### config.mk
export PLATFORM = sky130hd
export DESIGN_NAME = apb2axi_axi_responder
export DESIGN_NICKNAME = d
export VERILOG_FILES = /design/src/rtl/apb2axi_axi_responder.sv
export SDC_FILE = /design/constraint.sdc
export NUM_CORES = 2
export LEC_CHECK = 0
export ABC_AREA = 1
export BUFFER_PORTS_ARGS = -buffer_cell sky130_fd_sc_hd__buf_2
export CORE_UTILIZATION = 42
export DETAILED_ROUTE_END_ITERATION = 7
export PLACE_DENSITY = 0.56
export RECOVER_POWER = 25
export SLEW_MARGIN = 20
export SYNTH_ARGS = -nofsm -noshare
export SYNTH_HDL_FRONTEND = slang
export SYNTH_SLANG_ARGS = --single-unit
### constraint.sdc
create_clock -name aclk -period 40.6 [get_ports aclk]
set_input_delay 2.03 -clock aclk [delete_from_list [all_inputs] [get_ports aclk]]
set_output_delay 2.03 -clock aclk [all_outputs]
set_load 0.01 [all_outputs]
### src/rtl/apb2axi_axi_responder.sv
// AXI3 subordinate responder: serves AR/AW/W bursts from a small internal
// word memory, with optional idle gaps between R beats and SLVERR on
// out-of-range or malformed bursts. Read and write sides run independently.
module apb2axi_axi_responder #(
  parameter int unsigned TAG_W      = 4,
  parameter int unsigned ADDR_W     = 32,
  parameter int unsigned DATA_W     = 64,
  parameter int unsigned MEM_DEPTH  = 16,
  parameter int unsigned BASE_ADDR  = 0,
  parameter int unsigned RVALID_GAP = 0
) (
  input  logic                  aclk,
  input  logic                  areset,
  // read address channel
  input  logic [TAG_W-1:0]      arid,
  input  logic [ADDR_W-1:0]     araddr,
  input  logic [3:0]            arlen,
  input  logic                  arvalid,
  output logic                  arready,
  // read data channel
  output logic [TAG_W-1:0]      rid,
  output logic [DATA_W-1:0]     rdata,
  output logic [1:0]            rresp,
  output logic                  rlast,
  output logic                  rvalid,
  input  logic                  rready,
  // write address channel
  input  logic [TAG_W-1:0]      awid,
  input  logic [ADDR_W-1:0]     awaddr,
  input  logic [3:0]            awlen,
  input  logic                  awvalid,
  output logic                  awready,
  // write data channel
  input  logic [DATA_W-1:0]     wdata,
  input  logic [DATA_W/8-1:0]   wstrb,
  input  logic                  wlast,
  input  logic                  wvalid,
  output logic                  wready,
  // write response channel
  output logic [TAG_W-1:0]      bid,
  output logic [1:0]            bresp,
  output logic                  bvalid,
  input  logic                  bready
);

  localparam int unsigned BYTES    = DATA_W / 8;
  localparam int unsigned BYTE_SH  = $clog2(BYTES);
  localparam int unsigned IDX_W    = (MEM_DEPTH > 1) ? $clog2(MEM_DEPTH) : 1;
  localparam int unsigned GAP_W    = (RVALID_GAP > 1) ? $clog2(RVALID_GAP) : 1;
  localparam int unsigned GAP_LAST = (RVALID_GAP > 0) ? RVALID_GAP - 1 : 0;
  localparam logic [ADDR_W-1:0] BASE_A = ADDR_W'(BASE_ADDR);
  localparam logic [ADDR_W-1:0] SPAN_A = ADDR_W'(MEM_DEPTH * BYTES);
  localparam logic [ADDR_W-1:0] STEP_A = ADDR_W'(BYTES);
  localparam logic [1:0] RESP_OKAY   = 2'b00;
  localparam logic [1:0] RESP_SLVERR = 2'b10;

  typedef enum logic [1:0] {R_IDLE, R_DATA, R_GAP}  r_state_e;
  typedef enum logic [1:0] {W_IDLE, W_DATA, W_RESP} w_state_e;

  // Addresses below BASE wrap to large offsets, so one compare covers both bounds.
  function automatic logic in_range(input logic [ADDR_W-1:0] a);
    return (a - BASE_A) < SPAN_A;
  endfunction

  function automatic logic [IDX_W-1:0] word_idx(input logic [ADDR_W-1:0] a);
    logic [ADDR_W-1:0] off;
    off = (a - BASE_A) >> BYTE_SH;
    return IDX_W'(off);
  endfunction

  logic [DATA_W-1:0] mem_q [MEM_DEPTH];

  r_state_e          r_state_q, r_state_d;
  logic [TAG_W-1:0]  r_id_q, r_id_d;
  logic [ADDR_W-1:0] r_addr_q, r_addr_d;
  logic [3:0]        r_len_q, r_len_d;
  logic [3:0]        r_beat_q, r_beat_d;
  logic [GAP_W-1:0]  r_gap_q, r_gap_d;
  logic              arready_q, arready_d;
  logic              rvalid_q, rvalid_d;

  w_state_e          w_state_q, w_state_d;
  logic [TAG_W-1:0]  w_id_q, w_id_d;
  logic [ADDR_W-1:0] w_addr_q, w_addr_d;
  logic [3:0]        w_len_q, w_len_d;
  logic [3:0]        w_beat_q, w_beat_d;
  logic              w_err_q, w_err_d;
  logic              awready_q, awready_d;
  logic              wready_q, wready_d;
  logic              bvalid_q, bvalid_d;

  logic              r_in_rng_c;
  logic              r_last_c;
  logic [IDX_W-1:0]  r_idx_c;
  logic              w_in_rng_c;
  logic              w_last_c;
  logic [IDX_W-1:0]  w_idx_c;
  logic              mem_we_c;

  assign r_in_rng_c = in_range(r_addr_q);
  assign r_idx_c    = word_idx(r_addr_q);
  assign r_last_c   = (r_beat_q == r_len_q);
  assign w_in_rng_c = in_range(w_addr_q);
  assign w_idx_c    = word_idx(w_addr_q);
  assign w_last_c   = (w_beat_q == w_len_q);

  // R channel outputs decoded from registered state; memory read is pre-write.
  assign arready = arready_q;
  assign rvalid  = rvalid_q;
  assign rid     = r_id_q;
  assign rlast   = rvalid_q && r_last_c;
  assign rresp   = (rvalid_q && !r_in_rng_c) ? RESP_SLVERR : RESP_OKAY;
  assign rdata   = (rvalid_q && r_in_rng_c) ? mem_q[r_idx_c] : '0;

  assign awready = awready_q;
  assign wready  = wready_q;
  assign bvalid  = bvalid_q;
  assign bid     = w_id_q;
  assign bresp   = (bvalid_q && w_err_q) ? RESP_SLVERR : RESP_OKAY;

  // Read FSM next state: address capture, beat stepping and inter-beat gap.
  always_comb begin
    r_state_d = r_state_q;
    r_id_d    = r_id_q;
    r_addr_d  = r_addr_q;
    r_len_d   = r_len_q;
    r_beat_d  = r_beat_q;
    r_gap_d   = r_gap_q;
    arready_d = 1'b0;
    rvalid_d  = 1'b0;
    case (r_state_q)
      R_IDLE: begin
        if (arvalid && arready_q) begin
          r_id_d    = arid;
          r_addr_d  = araddr;
          r_len_d   = arlen;
          r_beat_d  = 4'd0;
          r_state_d = R_DATA;
        end
      end
      R_DATA: begin
        if (rvalid_q && rready) begin
          if (r_last_c) begin
            r_state_d = R_IDLE;
          end else begin
            r_beat_d = r_beat_q + 4'd1;
            r_addr_d = r_addr_q + STEP_A;
            if (RVALID_GAP > 0) begin
              r_gap_d   = '0;
              r_state_d = R_GAP;
            end
          end
        end
      end
      R_GAP: begin
        if (r_gap_q == GAP_W'(GAP_LAST)) begin
          r_state_d = R_DATA;
        end else begin
          r_gap_d = r_gap_q + GAP_W'(1);
        end
      end
      default: r_state_d = R_IDLE;
    endcase
    arready_d = (r_state_d == R_IDLE);
    rvalid_d  = (r_state_d == R_DATA);
  end

  // Read FSM state register.
  always_ff @(posedge aclk or posedge areset) begin
    if (areset) begin
      r_state_q <= R_IDLE;
      r_id_q    <= '0;
      r_addr_q  <= '0;
      r_len_q   <= '0;
      r_beat_q  <= '0;
      r_gap_q   <= '0;
      arready_q <= 1'b0;
      rvalid_q  <= 1'b0;
    end else begin
      r_state_q <= r_state_d;
      r_id_q    <= r_id_d;
      r_addr_q  <= r_addr_d;
      r_len_q   <= r_len_d;
      r_beat_q  <= r_beat_d;
      r_gap_q   <= r_gap_d;
      arready_q <= arready_d;
      rvalid_q  <= rvalid_d;
    end
  end

  // Write FSM next state: beat counting, error accumulation, memory write enable.
  always_comb begin
    w_state_d = w_state_q;
    w_id_d    = w_id_q;
    w_addr_d  = w_addr_q;
    w_len_d   = w_len_q;
    w_beat_d  = w_beat_q;
    w_err_d   = w_err_q;
    mem_we_c  = 1'b0;
    awready_d = 1'b0;
    wready_d  = 1'b0;
    bvalid_d  = 1'b0;
    case (w_state_q)
      W_IDLE: begin
        if (awvalid && awready_q) begin
          w_id_d    = awid;
          w_addr_d  = awaddr;
          w_len_d   = awlen;
          w_beat_d  = 4'd0;
          w_err_d   = 1'b0;
          w_state_d = W_DATA;
        end
      end
      W_DATA: begin
        if (wvalid && wready_q) begin
          mem_we_c = w_in_rng_c;
          if (!w_in_rng_c || (wlast != w_last_c)) begin
            w_err_d = 1'b1;
          end
          // Burst length comes from awlen only; an early wlast is just an error.
          if (w_last_c) begin
            w_state_d = W_RESP;
          end else begin
            w_beat_d = w_beat_q + 4'd1;
            w_addr_d = w_addr_q + STEP_A;
          end
        end
      end
      W_RESP: begin
        if (bvalid_q && bready) begin
          w_state_d = W_IDLE;
        end
      end
      default: w_state_d = W_IDLE;
    endcase
    awready_d = (w_state_d == W_IDLE);
    wready_d  = (w_state_d == W_DATA);
    bvalid_d  = (w_state_d == W_RESP);
  end

  // Write FSM state register.
  always_ff @(posedge aclk or posedge areset) begin
    if (areset) begin
      w_state_q <= W_IDLE;
      w_id_q    <= '0;
      w_addr_q  <= '0;
      w_len_q   <= '0;
      w_beat_q  <= '0;
      w_err_q   <= 1'b0;
      awready_q <= 1'b0;
      wready_q  <= 1'b0;
      bvalid_q  <= 1'b0;
    end else begin
      w_state_q <= w_state_d;
      w_id_q    <= w_id_d;
      w_addr_q  <= w_addr_d;
      w_len_q   <= w_len_d;
      w_beat_q  <= w_beat_d;
      w_err_q   <= w_err_d;
      awready_q <= awready_d;
      wready_q  <= wready_d;
      bvalid_q  <= bvalid_d;
    end
  end

  // Word memory with per-byte strobes, cleared by reset.
  always_ff @(posedge aclk or posedge areset) begin
    if (areset) begin
      for (int i = 0; i < int'(MEM_DEPTH); i++) begin
        mem_q[i] <= '0;
      end
    end else if (mem_we_c) begin
      for (int b = 0; b < int'(BYTES); b++) begin
        if (wstrb[b]) begin
          mem_q[w_idx_c][b*8 +: 8] <= wdata[b*8 +: 8];
        end
      end
    end
  end

endmodule

==> results.toml <==
[placement]
dp.final_hpwl_um = 127000
numPortBuffers = 233
preCtsSetupSlack_ns = 33.62
finalWeightedCongestion = 0.849

[cts]
hold_buffers = 0
post_cts_buffers = 0
cts_buffers = 133
path_clk_slew_ns = 0.06
cts_tree = "yes"
cts_resized = 0
cts_root_buf = "clkbuf_16"
cts_buffer_depth = 3
cts_htree_levels = 4
clock-sinks = 1116
clk_latency_ns = 0.77

[timing]
slew_headroom_pct = -519
fin_crit_ns = 16.21
rsz0062_at_grt = "no"
fin_setup_tns_ns = 0
tightest_slew_ns = 9.28
setup_viol = 0
maxSlewViolCount = 1047
fin_crit_sh_pct = 39.9
timing.fmax_ghz = 0.0617
hold_violations = 0
skew_ns = 0.0238
layout_setup_ws_ns = 24.39

[worst_setup_path]
reg2reg_slack_ns = 27.04
reg2reg_depth = 3
cp-start-kind = "flop"
worstPathMaxFanout = 174
slowest_stage = "clkbuf_1"
crit_cells = 9
cp-end-kind = "primary output"
reg2reg_to = "r_addr_q[3]$_DFFE_PP0P_"
slowest_delay_ns = 6.75
cp.arrival_ns = 14.18
path_class = "reg2out"
critPathBufInv = 3
worstReg2RegStart = "r_addr_q[3]$_DFFE_PP0P_"
crit_family = "buffers and inverters"
cp-startpoint = "r_addr_q[3]$_DFFE_PP0P_"
worst_ep_required_time_ns = 38.57
crit_path_end = "rdata[8]"
worstPathCellList = "clkinvlp_2 -> clkbuf_1 -> nand2_1 -> nand3_1 -> nand2_1 -> nand2_1 -> nand2_1 -> nor3_1 -> buf_2"
cp_common_cell = "nand2_1"

[routing]
wl_per_cell_um = 22.4
drc_errors = 0
routed_via_density = 5.86
ant_nets = 0
first_pass_iters = 6
routed_wirelength_um = 220000
vias = 57537
drtIter0Drc = 6599

[die]
die_h_um = 380
pin_count = 242
die_area_um2 = 145000
die_w_um = 380
fp-row-count = 138
start_util_pct = 42.4
core_area_um2 = 142000

[final_layout]
postLayoutCoreUtil_pct = 46.1
nets = 7994
final_cell_mix = "nand2_1, nand4_1, dfrtp_1"
drive_above_1_share_pct = 7.82
syn2layout_area_growth_pct = 8.60
final_common_cell = "nand2_1"

[power]
leakage_nw = 32.9
peakVddDrop_mv = 0.0551
switchingPower_mw = 1.48
p_int_mw = 2.13
power.density_nw_per_um2 = 55.2
p_seq_share_pct = 34.1
power.share.clock_pct = 33.8
pwr-share-comb_pct = 32.2
netSwitchingFraction_pct = 40.9

[synthesis]
ys_ff_latch = 1116
syn_area_um2 = 60200
avgSynthCellArea_um2 = 7.42
ys_top_cells_by_area = "dfrtp_1, nand2_1, nand4_1, nand3_1, clkbuf_1"
synth_cells = 8111
yosys_warnings = 0
yosys.area.top_type = "dfrtp_1"
ys_seq_area_share_pct = 46.4
synth_top_area_share_pct = 46.4
synth_cell_type_count = 28

[grt]
grt_pass1_wl_um = 342000
grt_use_total_pct = 30.0
globalRouteOverflowTotal = 0
antenna_found_initial = 31
grt_pass1_vias = 54931
grt_start_max_net_pins = 227

[run_status]
status = "complete, but fails checks"
violations = "capacitance limit, slew limit"

[hold_path]
min_from = "mem_q[251]$_DFFE_PP0P_"
hp-class = "reg2reg"

[job]
maxCapViolCount = 17
worst register-to-register path, cell delays in order, from the launching register on:
cell and delay (ns):
dfrtp_1 1.02, clkinvlp_2 3.52, clkbuf_1 6.76, o21ai_0 1.70
flip-flops by register name, indices dropped and copies added (netlist names):
register,cells
r_beat_q,4
r_len_q,4
bid,4
w_addr_q,29
wready,1
w_len_q,4
arready,1
mem_q,1024
rid,4
w_beat_q,4
r_state_q,2
awready,1
rvalid,1
w_err_q,1
w_state_q,2
r_addr_q,29
bvalid,1
synthesized netlist by cell type:
master,count
buf_1,45
and3_1,1
ha_1,7
o21ai_0,57
o211ai_1,2
a21oi_1,231
buf_2,185
buf_4,19
mux2_2,16
nand4_1,1134
nor2_1,264
or2_2,1
nand3_1,515
buf_6,23
inv_1,73
inv_2,16
nor2_2,2
conb_1,1
nor2_4,2
nor3_1,65
clkinv_2,2
nand2_1,3741
clkinv_1,9
dfrtp_1,1116
xor2_1,20
nand3b_1,10
nand4_4,70
clkbuf_1,484
power groups by stage:
stage,clock network (mW),logic (mW),registers [mW]
finish,1.22,1.16,1.23
global route,1.28,1.26,1.24
CTS,1.24,1.15,1.23
detailed placement,0,1.15,1.25
global placement,0,1.14,1.25
floorplan,0,0.775,1.21
worst min path at each step:
| stage | to | depth (start not counted) | slack, ns |
|---|---|---|---|
| 3_3_place_gp | mem_q[894]$_DFFE_PP0P_ | 2 | 0.46 |
| 2_1_floorplan | mem_q[958]$_DFFE_PP0P_ | 2 | 0.44 |
| 3_5_place_dp | mem_q[126]$_DFFE_PP0P_ | 2 | 0.46 |
| 5_1_grt | mem_q[451]$_DFFE_PP0P_ | 2 | 0.49 |
| 6_report | mem_q[251]$_DFFE_PP0P_ | 2 | 0.48 |
| 4_1_cts | mem_q[411]$_DFFE_PP0P_ | 2 | 0.48 |
per-stage QoR:
step / power (mW) / hold WS [ns] / cells / cell area, µm²
after floorplan: 1.99 / 0.444 / 8113 / 60200
after global placement: 2.39 / 0.459 / 9582 / 61300
after detailed placement: 2.39 / 0.463 / 9582 / 61300
after CTS: 3.61 / 0.481 / 9815 / 65700
after global routing: 3.77 / 0.490 / 9819 / 65300
final: 3.61 / 0.477 / 9826 / 65300
logic make-up after synthesis:
group | count (synthesis) | synth area share [%]
adder cells (fa/ha/maj) | 7 | 0.146
multiplexers | 16 | 0.299
XOR/XNOR | 20 | 0.291
other | 1 | 0.00623
flip-flops | 1116 | 46.4
AO/OA/AOI/OAI | 290 | 2.42
buffers and inverters | 856 | 6.14
AND/OR/NAND/NOR | 5805 | 44.3
per-layer routing:
| layer | wire (µm) | GRT usage (%) | vias to the layer above |
|---|---|---|---|
| met5 | 170 | 0 | - |
| met3 | 18700 | 6.17 | 338 |
| met4 | 5060 | 8.30 | 28 |
| li1 | - | - | 26574 |
| met1 | 98600 | 43.7 | 28252 |
| met2 | 97300 | 44.8 | 2345 |
layout make-up:
class                   count  area, µm²
diodes                     11       27.5
clock buffers             197       3950
clock inverters            36        414
fillers                 14219      76400
inverters                 100        413
multi-input cells        6141      28300
flip-flops and latches   1116      27900
well taps                1890       2360
repair buffers            335       1940
No activity file was read; power rests on OpenSTA's default activity.
